[src/rtl/decryptor.sv]
// decryptor: RC4 PRGA keystream generator that XORs the message ROM into the result RAM.
// Each byte takes 13 strictly sequenced cycles; memory reads have a two-cycle latency.
module decryptor #(
  parameter int RAM_WIDTH          = 8,
  parameter int RAM_LENGTH         = 8,
  parameter int MESSAGE_LENGTH     = 32,
  parameter int MESSAGE_LOG_LENGTH = 5
) (
  input  logic                          clk,
  input  logic                          reset,
  input  logic                          start,
  input  logic [RAM_WIDTH-1:0]          sOut,
  output logic [RAM_WIDTH-1:0]          sIn,
  output logic [RAM_LENGTH-1:0]         sAddr,
  output logic                          sWren,
  output logic [RAM_WIDTH-1:0]          aIn,
  output logic [RAM_LENGTH-1:0]         aAddr,
  output logic                          aWren,
  input  logic [RAM_WIDTH-1:0]          kOut,
  output logic [MESSAGE_LOG_LENGTH-1:0] kAddr,
  output logic [7:0]                    iTap,
  output logic [7:0]                    jTap,
  output logic [7:0]                    kTap,
  output logic [7:0]                    siTap,
  output logic [7:0]                    sjTap,
  output logic [7:0]                    stateTap
);
  typedef enum logic [3:0] {
    IDLE = 4'd0, RD_I = 4'd1, WT_I = 4'd2, GT_I = 4'd3, RD_J = 4'd4, WT_J = 4'd5,
    GT_J = 4'd6, WR_I = 4'd7, WR_J = 4'd8, RD_F = 4'd9, WT_F = 4'd10, GT_F = 4'd11,
    WR_A = 4'd12, NEXT = 4'd13, DONE = 4'd14
  } state_t;

  localparam logic [MESSAGE_LOG_LENGTH-1:0] LAST = MESSAGE_LOG_LENGTH'(MESSAGE_LENGTH - 1);

  state_t                        r_state, w_next;
  logic [RAM_LENGTH-1:0]         r_i, r_j;
  logic [MESSAGE_LOG_LENGTH-1:0] r_k;
  logic [RAM_WIDTH-1:0]          r_si, r_sj, r_result;
  logic [RAM_LENGTH-1:0]         w_f_addr;

  assign w_f_addr = RAM_LENGTH'(r_si + r_sj);

  always_ff @(posedge clk or negedge reset) begin
    if (!reset) begin
      r_state  <= IDLE;
      r_i      <= '0;
      r_j      <= '0;
      r_k      <= '0;
      r_si     <= '0;
      r_sj     <= '0;
      r_result <= '0;
    end else begin
      r_state <= w_next;
      case (r_state)
        IDLE: begin
          r_i <= RAM_LENGTH'(1);
          r_j <= '0;
          r_k <= '0;
        end
        GT_I: begin
          r_si <= sOut;
          r_j  <= r_j + RAM_LENGTH'(sOut);
        end
        GT_J: r_sj <= sOut;
        GT_F: r_result <= sOut ^ kOut;
        NEXT: if (r_k != LAST) begin
          r_k <= r_k + 1'b1;
          r_i <= r_i + 1'b1;
        end
        default: ;
      endcase
    end
  end

  // Every state except IDLE/NEXT/DONE simply advances to the next code.
  always_comb begin
    w_next = r_state;
    case (r_state)
      IDLE:    w_next = start ? RD_I : IDLE;
      NEXT:    w_next = (r_k == LAST) ? DONE : RD_I;
      DONE:    w_next = DONE;
      default: w_next = state_t'(r_state + 4'd1);
    endcase
  end

  always_comb begin
    sIn   = '0;
    sAddr = '0;
    sWren = 1'b0;
    aIn   = '0;
    aAddr = '0;
    aWren = 1'b0;
    kAddr = '0;
    case (r_state)
      RD_I, WT_I, GT_I: sAddr = r_i;
      RD_J, WT_J, GT_J: sAddr = r_j;
      WR_I: begin
        sAddr = r_i;
        sIn   = r_sj;
        sWren = 1'b1;
      end
      WR_J: begin
        sAddr = r_j;
        sIn   = r_si;
        sWren = 1'b1;
      end
      RD_F, WT_F, GT_F: begin
        sAddr = w_f_addr;
        kAddr = r_k;
      end
      WR_A: begin
        aAddr = RAM_LENGTH'(r_k);
        aIn   = r_result;
        aWren = 1'b1;
      end
      default: ;
    endcase
  end

  assign iTap     = 8'(r_i);
  assign jTap     = 8'(r_j);
  assign kTap     = 8'(r_k);
  assign siTap    = 8'(r_si);
  assign sjTap    = 8'(r_sj);
  assign stateTap = 8'(r_state);
endmodule

[config.mk]
export PLATFORM = sky130hd
export DESIGN_NAME = decryptor
export DESIGN_NICKNAME = d
export VERILOG_FILES = /design/src/rtl/decryptor.sv
export SDC_FILE = /design/constraint.sdc
export NUM_CORES = 1
export LEC_CHECK = 0
export ABC_AREA = 1
export CAP_MARGIN = 30
export CORE_UTILIZATION = 40
export DETAILED_ROUTE_END_ITERATION = 12
export PLACE_DENSITY = 0.7
export SETUP_SLACK_MARGIN = 0.02
export SLEW_MARGIN = 10
export SYNTH_ARGS = -nofsm -noshare
export SYNTH_HDL_FRONTEND = slang
export SYNTH_SLANG_ARGS = --single-unit
[constraint.sdc]
create_clock -name clk -period 2.58 [get_ports clk]
set_clock_uncertainty 0.05 [all_clocks]
set_input_delay 0.516 -clock clk [delete_from_list [all_inputs] [get_ports clk]]
set_output_delay 0.516 -clock clk [all_outputs]
set_load 0.03 [all_outputs]
==> results of run 1 <==
==> final cells by class <==
type                    instances  area [um2]  share of cell area (%)
multi-input cells             348        1980                    41.8
repair buffers                112        1010                    21.4
flip-flops and latches         49        1230                    26.0
inverters                      77         292                    6.16
clock buffers                   7        86.3                    1.83
well taps                     105         131                    2.78
==> layer usage <==
| layer | wire (um) | vias up | track usage (%) |
|---|---|---|---|
| met4 | 106 | 0 | 5.35 |
| li1 | - | 1729 | - |
| met3 | 482 | 9 | 3.11 |
| met2 | 4690 | 97 | 37.4 |
| met5 | 0 | - | 0 |
| met1 | 4560 | 1610 | 31.0 |
==> report_power, final <==
| group | internal, W | switching [W] |
|---|---|---|
| Combinational | 0.000391 | 0.000571 |
| Sequential | 0.000850 | 0.000114 |
| Clock | 0.000214 | 0.000266 |
==> path summary, 6_finish.rpt <==
kind / startpoint / end / cells past startpoint
hold / removal: reset / jTap[7] / 1
hold reg to reg: r_result[6] / r_result[6] / 2
max in group asynchronous: reset / r_state[2] / 2
setup / recovery: r_state[1] / sAddr[4] / 10
min in group clk: r_result[6] / r_result[6] / 2
setup reg to reg: r_state[0] / jTap[4] / 8
==> registers in the layout, summed over array words and instances (netlist names) <==
name and flops:
iTap 8, jTap 8, r_k 5, r_result 8
r_state 4, siTap 8, sjTap 8
==> worst max-delay path: stages, from the launching register on <==
cell	delay [ns]
dfrtp_2	0.45
inv_1	0.09
ha_1	0.18
inv_2	0.05
nand2_2	0.10
nor2_4	0.05
buf_12	0.13
nor2_8	0.13
nand3_1	0.12
o211ai_1	0.15
buf_4	0.21
==> per-stage QoR <==
step | power, W | utilization [%]
4_1_cts | 0.00240 | 55.1
6_report | 0.00241 | 56.7
5_1_grt | 0.00255 | 56.7
3_5_place_dp | 0.00191 | 53.4
2_1_floorplan | 0.00156 | -
3_3_place_gp | 0.00190 | 53.4
==> layout by cell type (no fill, tap or decap), types with 5 or more instances in the layout <==
cell type / n
conb_1: 10
xor2_1: 11
o21ai_0: 27
o21ai_1: 10
ha_1: 12
clkdlybuf4s50_1: 58
nand4_1: 8
ha_2: 5
nand3_1: 44
nand2_4: 5
inv_1: 69
inv_2: 7
a21oi_1: 12
clkbuf_8: 6
buf_4: 49
nor2_1: 29
nand2_1: 139
dfrtp_1: 47
==> cell families after synthesis <==
family | count (synthesis) | synth area share (%)
AND/OR/NAND/NOR | 244 | 31.9
buffers and inverters | 96 | 12.3
AO/OA/AOI/OAI | 58 | 9.02
flip-flops | 49 | 35.1
adder cells (fa/ha/maj) | 23 | 8.66
XOR/XNOR | 12 | 3.01
other | 1 | 0.107
==> repair_timing <==
action / 4_1_cts / 5_1_grt
setup endpoints to repair: 7 / 18
resized for setup: 9 / 17
setup buffers: 5 / 4
gates cloned: 0 / 1
hold buffers: 0 / 0
pin swaps: 1 / 4
==> out/metrics.yaml, run 1 <==
outcome:
  status: "finished, final reports clean"
sta:
  slew_violations: 0
  holdWs_ns: 0.141
  final-setup-viol-count: 0
  fin_tns_setup_ns: 0
  slew_headroom_pct: 62.2
  period_share_pct: 98.8
  tightest_slew_ns: 0.565
  rsz0062_at_grt: "true"
  finalHoldViolCount: 0
  fmax_mhz: 392
  worst_slack_ns: 0.0317
  fin_crit_ns: 2.55
critical_path:
  arrival_ns: 1.98
  critPathMaxFanout: 5
  cp-end-kind: "primary output"
  reg2reg_slack_ns: 0.76
  crit_required_ns: 2.01
  critical_path.startpoint_type: "flip-flop"
  crit_type: "flip-flop to primary output"
grt:
  grt_start_max_net_pins: 28
  grt_pass1_vias: 3102
  antenna_found_initial: 0
  grt_pass1_wl_mm: 15.7
  grtUsageTotal_pct: 22.5
  grt_overflow_total: 0
logic_synthesis:
  synth_area_um2: 3500
  yosys.area.top_type: "dfrtp_1"
  synth_edf_count: 0
  ys_types: 33
  synth_top_area_share_pct: 35.1
  async_flop_share_pct: 100
  yosysWarnings: 0
  seq_area_frac_synth_pct: 35.1
  synth_common_cells: "nand2_1, inv_1, dfrtp_1, nand3_1, nor2_1"
  yosysMostFrequentCell: "nand2_1"
  ys.flop_type: "dfrtp_1"
  synth_seq_cells: 49
  ys_top_cells_by_area: "dfrtp_1, nand2_1, inv_1, ha_1, nand3_1"
  netlist_instances: 483
  syn_avg_cell_area_um2: 7.24
floorplanning:
  ioPinCount: 106
  die_h_um: 95.5
  row_count: 33
  initial_core_util_pct: 41.9
  die_w_um: 95.5
  dieArea_um2: 9120
  core_um2: 8340
clock_network:
  cts_tree: "yes"
  clk_pin_slew_ns: 0.09
  cts_root_buffer: "clkbuf_8"
  cts_max_level: 2
  cts_sinks: 49
  clock_latency_ns: 0.31
  cts_buffers: 5
  clk_path_buf_depth: 2
route:
  drc: 0
  wl_mm: 9.84
  drt_iter0_drc: 157
  ant_nets: 0
  post_drt_wl_per_cell_um: 14.1
  via_per_inst: 4.94
  num_vias: 3445
  drt_first_pass_iters: 5
place:
  portBuffers: 95
  place_congestion: 0.881
  place_worst_setup_slack_ns: 0.142
  hpwl_mm: 7.54
  place_area_um2: 4460
  place_inst: 681
cells_and_area:
  fillCellCount: 805
  final_area_um2: 4730
  final_cells: 698
  area_growth_pct: 35.2
  antenna-diode-count: 0
  drive_gt1_share_pct: 16.9
  nets: 635
flow_run:
  timing.max_cap.violations: 0
hold_path:
  hold_class: "input pin to asynchronous set/reset pin"
power_and_ir_drop:
  p_per_area_nw_per_um2: 509
  p_leak_nw: 2.54
  peakVddDrop_mv: 0.467
Note: power is estimated with default switching activity, not from simulation.
==> run 2: changes to the inputs <==
--- a/config.mk
+++ b/config.mk
@@ -8,10 +8,10 @@
 export ABC_AREA = 1
 export CAP_MARGIN = 30
 export CORE_UTILIZATION = 40
+export CTS_CLUSTER_SIZE = 28
 export DETAILED_ROUTE_END_ITERATION = 12
 export PLACE_DENSITY = 0.7
 export SETUP_SLACK_MARGIN = 0.02
-export SLEW_MARGIN = 10
 export SYNTH_ARGS = -nofsm -noshare
 export SYNTH_HDL_FRONTEND = slang
 export SYNTH_SLANG_ARGS = --single-unit
==> results of run 2 <==
No change in the layout: final DEF, timing and power equal those of run 1.
